[config.mk]
export PLATFORM = sky130hd
export DESIGN_NAME = vc_scheduler
export DESIGN_NICKNAME = d
export VERILOG_FILES = /design/src/rtl/vc_scheduler.sv
export SDC_FILE = /design/constraint.sdc
export NUM_CORES = 1
export LEC_CHECK = 0
export ABC_AREA = 1
export CAP_MARGIN = 20
export CORE_MARGIN = 2
export CORE_UTILIZATION = 35
export CTS_CLUSTER_DIAMETER = 100
export DETAILED_ROUTE_END_ITERATION = 6
export DONT_BUFFER_PORTS = 1
export PLACE_DENSITY = 0.59
export SETUP_SLACK_MARGIN = 0.4
export SLEW_MARGIN = 20
export SYNTH_ARGS = -nofsm -noshare
export SYNTH_HDL_FRONTEND = slang
export SYNTH_SLANG_ARGS = --single-unit
[constraint.sdc]
create_clock -name clk -period 2.33 [get_ports clk]
set_input_delay 0.233 -clock clk [delete_from_list [all_inputs] [get_ports clk]]
set_output_delay 0.233 -clock clk [all_outputs]
set_load 0.01 [all_outputs]
[src/rtl/vc_scheduler.sv]
// Weighted round-robin drain of the VC0/VC1 FIFOs into the D0/D1 FIFOs.
// Each head word is routed by its destination bit; pops are gated by the target's almost-full.
module vc_scheduler #(
   parameter int DATA_WIDTH   = 6,
   parameter int WEIGHT_WIDTH = 4,
   parameter int DEST_BIT     = 4
) (
   input  logic                    clk,
   input  logic                    reset,
   input  logic                    init,
   input  logic [WEIGHT_WIDTH-1:0] weight_VC0,
   input  logic [WEIGHT_WIDTH-1:0] weight_VC1,
   input  logic                    empty_fifo_VC0,
   input  logic                    empty_fifo_VC1,
   input  logic [DATA_WIDTH-1:0]   data_out_VC0,
   input  logic [DATA_WIDTH-1:0]   data_out_VC1,
   input  logic                    almost_full_D0,
   input  logic                    almost_full_D1,
   output logic                    pop_VC0_fifo,
   output logic                    pop_VC1_fifo,
   output logic                    push_D0,
   output logic                    push_D1,
   output logic [DATA_WIDTH-1:0]   data_to_D,
   output logic [1:0]              sched_state,
   output logic [7:0]              fwd_count_VC0,
   output logic [7:0]              fwd_count_VC1
);

   localparam logic [1:0] IDLE      = 2'd0;
   localparam logic [1:0] SERVE_VC0 = 2'd1;
   localparam logic [1:0] SERVE_VC1 = 2'd2;

   localparam logic [WEIGHT_WIDTH-1:0] W_ONE = WEIGHT_WIDTH'(1);

   logic [1:0]              state_q, state_d;
   logic [WEIGHT_WIDTH-1:0] burst_q, burst_d;
   logic [WEIGHT_WIDTH-1:0] w0_q, w1_q;
   logic                    push_d0_q, push_d1_q;
   logic [DATA_WIDTH-1:0]   data_q;
   logic [7:0]              fwd0_q, fwd1_q;

   logic elig0, elig1;
   logic dest0, dest1;
   logic pop0, pop1;
   logic last0, last1;

   assign dest0 = data_out_VC0[DEST_BIT];
   assign dest1 = data_out_VC1[DEST_BIT];
   assign elig0 = !empty_fifo_VC0 && !(dest0 ? almost_full_D1 : almost_full_D0) && !init;
   assign elig1 = !empty_fifo_VC1 && !(dest1 ? almost_full_D1 : almost_full_D0) && !init;
   assign last0 = (burst_q == (w0_q - W_ONE));
   assign last1 = (burst_q == (w1_q - W_ONE));

   // State register
   always_ff @(posedge clk or posedge reset) begin
      if (reset) begin
         state_q <= IDLE;
         burst_q <= '0;
      end else begin
         state_q <= state_d;
         burst_q <= burst_d;
      end
   end

   // Next-state logic; burst_cnt restarts on every turn change
   always_comb begin
      state_d = state_q;
      burst_d = burst_q;
      if (init) begin
         state_d = IDLE;
         burst_d = '0;
      end else begin
         case (state_q)
            IDLE: begin
               burst_d = '0;
               if (elig0)      state_d = SERVE_VC0;
               else if (elig1) state_d = SERVE_VC1;
            end
            SERVE_VC0: begin
               if (elig0) begin
                  if (last0) begin
                     burst_d = '0;
                     if (elig1) state_d = SERVE_VC1;
                  end else begin
                     burst_d = burst_q + W_ONE;
                  end
               end else begin
                  burst_d = '0;
                  state_d = elig1 ? SERVE_VC1 : IDLE;
               end
            end
            SERVE_VC1: begin
               if (elig1) begin
                  if (last1) begin
                     burst_d = '0;
                     if (elig0) state_d = SERVE_VC0;
                  end else begin
                     burst_d = burst_q + W_ONE;
                  end
               end else begin
                  burst_d = '0;
                  state_d = elig0 ? SERVE_VC0 : IDLE;
               end
            end
            default: begin
               state_d = IDLE;
               burst_d = '0;
            end
         endcase
      end
   end

   // Output logic: pops are combinational so the FIFO advances on the same edge
   always_comb begin
      pop0 = 1'b0;
      pop1 = 1'b0;
      case (state_q)
         SERVE_VC0: pop0 = elig0;
         SERVE_VC1: pop1 = elig1;
         default: begin
            pop0 = 1'b0;
            pop1 = 1'b0;
         end
      endcase
   end

   always_ff @(posedge clk or posedge reset) begin
      if (reset) begin
         w0_q <= W_ONE;
         w1_q <= W_ONE;
      end else if (init) begin
         w0_q <= (weight_VC0 == '0) ? W_ONE : weight_VC0;
         w1_q <= (weight_VC1 == '0) ? W_ONE : weight_VC1;
      end
   end

   // One-cycle datapath; a word popped just before init still lands in its D FIFO
   always_ff @(posedge clk or posedge reset) begin
      if (reset) begin
         push_d0_q <= 1'b0;
         push_d1_q <= 1'b0;
         data_q    <= '0;
         fwd0_q    <= '0;
         fwd1_q    <= '0;
      end else begin
         push_d0_q <= (pop0 && !dest0) || (pop1 && !dest1);
         push_d1_q <= (pop0 && dest0) || (pop1 && dest1);
         if (pop0) begin
            data_q <= data_out_VC0;
            fwd0_q <= fwd0_q + 8'd1;
         end else if (pop1) begin
            data_q <= data_out_VC1;
            fwd1_q <= fwd1_q + 8'd1;
         end
      end
   end

   assign pop_VC0_fifo  = pop0;
   assign pop_VC1_fifo  = pop1;
   assign push_D0       = push_d0_q;
   assign push_D1       = push_d1_q;
   assign data_to_D     = data_q;
   assign sched_state   = state_q;
   assign fwd_count_VC0 = fwd0_q;
   assign fwd_count_VC1 = fwd1_q;

endmodule

After elaboration in Yosys (flattened, before gate mapping)
Cells that the tools add are included.

word-level totals
  input bits = 27
  flip-flop bits (word level) = 38
  logic and storage cells = 70
  output and inout port bits = 28

cells by class
  eq/ne operators = 7
  multiplexer cells = 25
  reductions and logical operators = 23
  bitwise gates (word level) = 1
  $add $sub $neg = 5

operators with widths
  cell                   number
  $mux W4                7
  $mux W2                9
  $add A8 B1 Y8 const B  2
  $mux W6                2
  $ne A4 B4 Y1 const B   3
  $eq A4 B4 Y1           2
  $logic_and A1 B1 Y1    8
  $logic_not A4 Y1       2
  $pmux W4 S2            1
  $sub A4 B1 Y4 const B  2
  $logic_not A1 Y1       7
  $pmux W2 S3            1
  $mux W1                5
  $add A4 B1 Y4 const B  1
  $reduce_and A3 Y1      1
  $eq A2 B1 Y1 const B   1
  $eq A2 B2 Y1 const B   1
  $logic_not A2 Y1       1
  $logic_or A1 B1 Y1     2
  $reduce_and A2 Y1      1
  $reduce_bool A2 Y1     1
  $not A1 Y1             1

Logic depth before layout (Yosys ltp)
Gate-level depths: netlist of the first run.

  depth in word-level cells = 9
  gate-level depth with buffers = 13
  depth with buffers taken out = 13

Worst setup path before layout of the first run
OpenSTA, ideal clock, no wires.

  kind = flip-flop to flip-flop
  start point = register w0_q[0]
  end point = register state_q[0], in the netlist sched_state[0]
  period minus slack after synthesis = 1.615 ns
  data arrival time = 1.550 ns
  buffers on the path = 0
  data required time = 2.265 ns
  library setup time = 0.065 ns
  cell stages (with the launch flop) = 14
  path slack = 0.715 ns
  cells stage by stage = dfstp_2 -> inv_1 -> ha_1 -> nand2_1 -> inv_1 -> nor2_1 -> nand2_1 -> nor2_1 -> nand2_1 -> nand2_1 -> nand2_1 -> nor2_1 -> nand2_1 -> nand2_1

between the ends
  word-level cells in the longest chain between the ends = 4

RTL lines
  element                             line  source
  start, declared                     37    logic [WEIGHT_WIDTH-1:0] w0_q, w1_q;
  start signal, assigned              132   w0_q <= (weight_VC0 == '0) ? W_ONE : weight_VC0;
  $sub A4 B1 Y4                       51    assign last0 = (burst_q == (w0_q - W_ONE));
  $eq A4 B4 Y1                        51
  $ne A4 B4 Y1 (no source line)       -
  $reduce_and A3 Y1 (no source line)  -
  end signal, assigned                60    state_q <= state_d;
  end, declared                       35    logic [1:0] state_q, state_d;

No other way between the ends.
A chain may end at the register's enable or synchronous reset.

Worst setup path after layout of the first run
Same ends and word-level chain as after synthesis.

==> impl_metrics.yaml, run 1 <==
status:
  outcome: "finished, final reports clean"
finish:
  final_nets: 315
  fill_cells: 629
  utilization_pct: 40.0
  syn_to_final_growth_pct: 9.37
  insertedDiodeCount: 0
  finalInstanceArea_sq_um: 2380
  drive_above_1_share_pct: 10.0
grt:
  gr-usage-met3_pct: 5.86
  grt_overflow: 0
  grt_max_degree: 39
  grt_use_met2_pct: 21.6
  met1_usage_pct: 16.3
  grt_pass1_wl_um: 7660
  grt_pass1_vias: 1648
  grt_antenna_before_repair: 0
  busiest_layer: "met2"
  grtUsageTotal_pct: 13.7
clock_network:
  cts_tree: "built"
  post_cts_buffers: 0
  htreeDepth: 2
  insertion_delay_ps: 290
  clk_path_buf_depth: 2
  numCtsBuffers: 5
  cts.sinks: 38
  cts_root_buf: "clkbuf_8"
  cts.clk_slew.worst_paths_ps: 70
synth:
  syn_nets: 308
  synth_edf_count: 0
  synthDistinctLibCells: 30
  async_reset_ff_share_pct: 100
  synth.top_cells.by_count: "nand2_1 (96), dfrtp_1 (36), inv_1 (35)"
  ys.flop_type: "dfrtp_1"
  yosys.area.top_type: "dfrtp_1"
  ys_ff_latch: 38
  yosys_warnings: 0
  synth_seq_area_share_pct: 43.8
  netlist.area_leader.share_pct: 41.4
  postSynthAreaPerCell_sq_um: 8.00
  yosys-top-cells-area: "dfrtp_1 (41%), nand2_1 (17%), inv_1 (6.0%)"
  syn_area_sq_um: 2180
  syn_inst: 272
  yosysMostFrequentCell: "nand2_1"
worst_setup_path:
  critPathSlowestCell: "dfstp_2"
  crit_fanout: 4
  critPathTopFamily: "simple AND/OR/NAND/NOR gates"
  crit_type: "register to register"
  cp.buffers_inverters: 2
  reg2reg_slack_ps: 570
  cp_cell_sequence: "inv_1 -> ha_1 -> nand2_1 -> inv_1 -> nor2_1 -> nand2_1 -> nor2_1 -> nand2_1 -> nand2_1 -> nand2_1 -> nor2_1 -> nand2_1 -> nand2_1"
  arrival_ps: 1990
  slowest_delay_ps: 530
  required_ps: 2560
  cp-end-kind: "register"
  cp-start-kind: "register"
  crit_top_cell: "nand2_1"
timing:
  timing.fmax_mhz: 569
  final_hold_viol_count: 0
  final.period_utilization_pct: 75.4
  fin_worst_skew_ps: 7.68
  slew-limit-headroom_pct: 67.6
  worst_slack_ps: 573
  period_minus_slack_ps: 1760
  fin_tns_setup_ps: 0
  setup_violations: 0
  worst-slew-pin-transition_ps: 486
  slew_violations: 0
  rsz0062_at_grt: "false"
floorplan:
  coreArea_sq_um: 5960
  fp-row-count: 28
  initial_utilization_pct: 36.5
  dieArea_sq_um: 6860
  num_io_pins: 55
  dieWidth_um: 82.8
  fp.dieH_um: 82.8
placed_design:
  pre_cts_slack_ps: 495
  hpwl_um: 3360
  gp_congestion: 0.729
  io_buffers: 0
  post_dp_cell_area_sq_um: 2250
worst_hold_path:
  hp-class: "input port to register"
routing:
  drt-pass1-iter-count: 4
  drc_errors: 0
  drt_iter0_markers: 63
  via_per_inst: 4.71
  wirelength_um: 4560
  via_count: 1672
  wl_per_cell_um: 12.9
  ant_nets: 0
pwr:
  p_per_area_nw_per_um2: 721
  finalPower_mw: 1.72
  ir_drop_v: 0.000435
  p_leak_nw: 1.27
run:
  maxCapViolations: 0
[final cells by class]
class | count | area [sq um] | area share, %
Inverter | 39 | 153 | 6.41
Multi-Input combinational cell | 193 | 1050 | 44.3
Tap cell | 75 | 93.8 | 3.94
Timing Repair Buffer | 2 | 17.5 | 0.736
Clock inverter | 3 | 40.0 | 1.68
Sequential cell | 38 | 953 | 40.1
Clock buffer | 5 | 68.8 | 2.89
[metrics by stage]
step | hold slack, ps | instances
6_report | 23.1 | 355
5_1_grt | 18.3 | 355
4_1_cts | 14.0 | 354
3_5_place_dp | 288 | 345
3_3_place_gp | 287 | 345
2_1_floorplan | 333 | 272
[per-layer routing]
metal	share of wire, %	routed length (um)	vias up
met5	0	0	-
met4	3.1	140	0
met3	8.2	374	11
met2	44	2010	49
met1	45	2040	754
li1	-	-	858
[timing repair]
| action | 4_1_cts | 5_1_grt |
|---|---|---|
| gates resized for setup | 0 | 0 |
| setup endpoints to repair | 0 | 9 |
| hold buffers | 1 | 0 |
| hold endpoints to repair | 36 | 0 |
[layout by cell type, fill, tap and decap left out]
cell type / instances
a21oi_1: 2
dfrtp_1: 36
nor2_1: 16
nand3_2: 1
nor3_2: 1
xor2_1: 9
nand3_1: 21
nand2_1: 96
nor2_2: 1
nand4_1: 3
nor4_1: 1
o21ai_1: 1
and3_1: 2
dlygate4sd3_1: 1
nor3_4: 1
inv_2: 1
o22ai_1: 2
ha_1: 9
xnor2_1: 6
inv_4: 2
bufinv_16: 1
nand4_4: 2
dfstp_2: 2
nand2_2: 1
nor2_4: 3
nand2_4: 3
inv_1: 35
o21ai_0: 9
clkinv_2: 3
clkbuf_8: 5
nor3_1: 3
buf_4: 1
[cells by family (layout without fill, tap and decap cells)]
group	count (synthesis)	after routing	synth area share (%)
AND/OR/NAND/NOR	154	155	33.6
flip-flops	38	38	43.8
XOR/XNOR	15	15	6.04
AO/OA/AOI/OAI	14	14	3.33
adder cells (fa/ha/maj)	9	9	5.18
buffers and inverters	42	49	8.05
[final timing paths]
| path | end | cells after the start | from |
|---|---|---|---|
| setup / recovery | sched_state[0] | 13 | w0_q[0] |
| hold / removal | w1_q[0] | 1 | init |
| setup reg to reg | sched_state[0] | 13 | w0_q[0] |
| hold reg to reg | fwd_count_VC1[7] | 1 | fwd_count_VC1[7] |
| max in group asynchronous | w1_q[0] | 3 | reset |
| min in group asynchronous | fwd_count_VC1[1] | 3 | reset |
[sequential cells by signal, summed over array words and instances (netlist names)]
name           flops
push_D1            1
burst_q            4
w0_q               4
data_to_D          6
fwd_count_VC1      8
sched_state        2
push_D0            1
fwd_count_VC0      8
w1_q               4
[power breakdown]
group | switching, mW | total [mW] | internal, mW
clock network | 0.238 | 0.553 | 0.315
logic | 0.153 | 0.260 | 0.107
registers | 0.138 | 0.903 | 0.764
Note: power is estimated with default switching activity, not from simulation.
==> inputs of run 2 (changes only) <==
clock period = 1.78 ns   (was 2.33 ns; I/O delays follow)
==> impl_metrics.yaml, run 2 (synthesized netlist as in run 1, its figures left out) <==
run:
  maxCapViolations: 0
finish:
  mostFrequentLayoutCell: "nand2_1"
  insertedDiodeCount: 0
  layout_common_cells: "nand2_1 (93), dfrtp_1 (35), inv_1 (29), nand3_1 (20), nor2_1 (15)"
  final_nets: 338
  syn_to_final_growth_pct: 23.7
  fill_cells: 585
  drive_above_1_share_pct: 18.8
timing:
  setup_violations: 0
  final_hold_viol_count: 0
  worst-slew-pin-transition_ps: 494
  timing.fmax_mhz: 625
  fin_tns_setup_ps: 0
  slew_violations: 0
  timing.hold.ws_ps: 12.9
  rsz0062_at_grt: "true"
  fin_worst_skew_ps: 11.8
  period_minus_slack_ps: 1600
  final.period_utilization_pct: 89.9
  slew-limit-headroom_pct: 67.1
pwr:
  p_per_area_nw_per_um2: 931
  p_sw_share_pct: 28.7
  ir_drop_v: 0.000537
  power_frac_clock_pct: 36.5
  p_switching_uw: 718
  combPwrFrac_pct: 16.3
  finalPower_mw: 2.51
  p_int_mw: 1.79
  pwr-share-seq_pct: 47.1
  p_leak_nw: 1.40
placed_design:
  gp_congestion: 0.817
  hpwl_um: 3330
  io_buffers: 0
status:
  outcome: "finished, final reports clean"
routing:
  drt_iter0_markers: 87
  drc_errors: 0
  drt-pass1-iter-count: 4
  via_per_inst: 4.66
  ant_nets: 0
  via_count: 1762
  wl_per_cell_um: 12.5
  wirelength_um: 4720
grt:
  grtUsageTotal_pct: 14.7
  grt_pass1_vias: 1770
  grt_pass1_wl_um: 8310
  grt_overflow: 0
  grt_antenna_before_repair: 0
  grt_max_degree: 39
worst_hold_path:
  worstHoldPathCells: 2
  hold_path_end: "w0_q[3]"
  min_from: "init"
  hp-class: "input port to register"
worst_setup_path:
  slowest_delay_ps: 540
  arrival_ps: 1830
  critPathTopFamily: "simple AND/OR/NAND/NOR gates"
  ff2ff_path_depth: 13
  cp-start-kind: "register"
  required_ps: 2010
  worstReg2RegEnd: "sched_state[0]"
  crit_type: "register to register"
  critPathSlowestCell: "dfstp_2"
  cp_cell_sequence: "inv_2 -> ha_4 -> nand2_1 -> inv_1 -> nor2_1 -> nand2_1 -> nor2_1 -> nand2_1 -> nand2_2 -> nand2_2 -> nor2_2 -> nand2_1 -> nand2_1"
  reg2reg_slack_ps: 180
  crit_fanout: 2
  cp-end-kind: "register"
  crit_top_cell: "nand2_1"
  cp.buffers_inverters: 2
  rr_startpoint: "w0_q[0]"
  path_depth: 13
clock_network:
  cts.sinks: 38
  cts_tree: "built"
  clk_path_buf_depth: 2
  htreeDepth: 2
  cts.clk_slew.worst_paths_ps: 70
  cts_root_buf: "clkbuf_8"
  insertion_delay_ps: 290
  numCtsBuffers: 5
floorplan:
  dieArea_sq_um: 6860
  initial_utilization_pct: 36.5
  dieWidth_um: 82.8
  coreArea_sq_um: 5960
  fp-row-count: 28
  fp.dieH_um: 82.8
  num_io_pins: 55
==> run 2: cell types whose count changed in the layout (fill, tap and decap cells not counted), moves of 4 or more <==
cell,delta
ha_4,+4
ha_1,-4
inv_2,+7
inv_1,-6
dlygate4sd3_1,+10
buf_4,+10
==> run 2: worst register-to-register path: cells and delay by family, from the launching register on <==
family / cells / cell delay, ps
fa+ha+maj: 1 / 200
buf+inv: 2 / 90
simple gates: 10 / 710
flops: 1 / 540
==> run 2: how the worst max path moves through the flow <==
stage | from | end | slack (ps)
after floorplan | w1_q[0] | sched_state[0] | 240
after global placement | w1_q[0] | sched_state[1] | 150
after detailed placement | w0_q[0] | sched_state[1] | 110
after CTS | w0_q[0] | sched_state[1] | 180
after global routing | w0_q[0] | sched_state[0] | 50
final | w0_q[0] | sched_state[0] | 180
==> run 2: repair_timing <==
action / in CTS / in global routing
pin swaps: 6 / 3
gates resized for setup: 17 / 2
hold endpoints to repair: 49 / 0
endpoints found under the setup margin: 29 / 27
hold buffers: 11 / 0
cloned: 1 / 0
buffers inserted: 7 / 3
==> run 2: power by group through the flow <==
stage | Combinational [mW] | Clock, mW | Sequential (mW)
2_1_floorplan | 0.302 | 0 | 1.16
3_3_place_gp | 0.351 | 0 | 1.19
3_5_place_dp | 0.362 | 0 | 1.20
4_1_cts | 0.410 | 0.949 | 1.18
5_1_grt | 0.481 | 0.986 | 1.20
6_report | 0.409 | 0.916 | 1.18
==> run 2: metrics by stage <==
step	cells	instance area (sq um)	utilization, %	setup WS (ps)
2_1_floorplan	272	2200	-	235
3_3_place_gp	348	2300	38.7	151
3_5_place_dp	348	2300	38.7	114
4_1_cts	375	2670	44.8	182
5_1_grt	378	2690	45.2	48.7
6_report	378	2690	45.2	180
==> run 2: area by class of cell <==
class / count / area (sq um) / share of cell area [%]
clock inverters: 2 / 60.1 / 2.23
well taps: 75 / 93.8 / 3.49
clock buffers: 6 / 82.6 / 3.07
flip-flops and latches: 38 / 955 / 35.5
repair inverters: 1 / 3.75 / 0.139
repair buffers: 25 / 226 / 8.41
inverters: 39 / 159 / 5.90
multi-input cells: 192 / 1110 / 41.3
==> run 2: layer usage <==
layer / GRT usage, % / routed length, um / vias to the layer above / share of wire (%)
li1: - / - / 904 / -
met5: 0 / 0 / - / 0
met1: 19.2 / 2210 / 812 / 47
met3: 5.96 / 336 / 2 / 7.1
met2: 23.2 / 2160 / 44 / 46
met4: 2.68 / 8 / 0 / 0.17
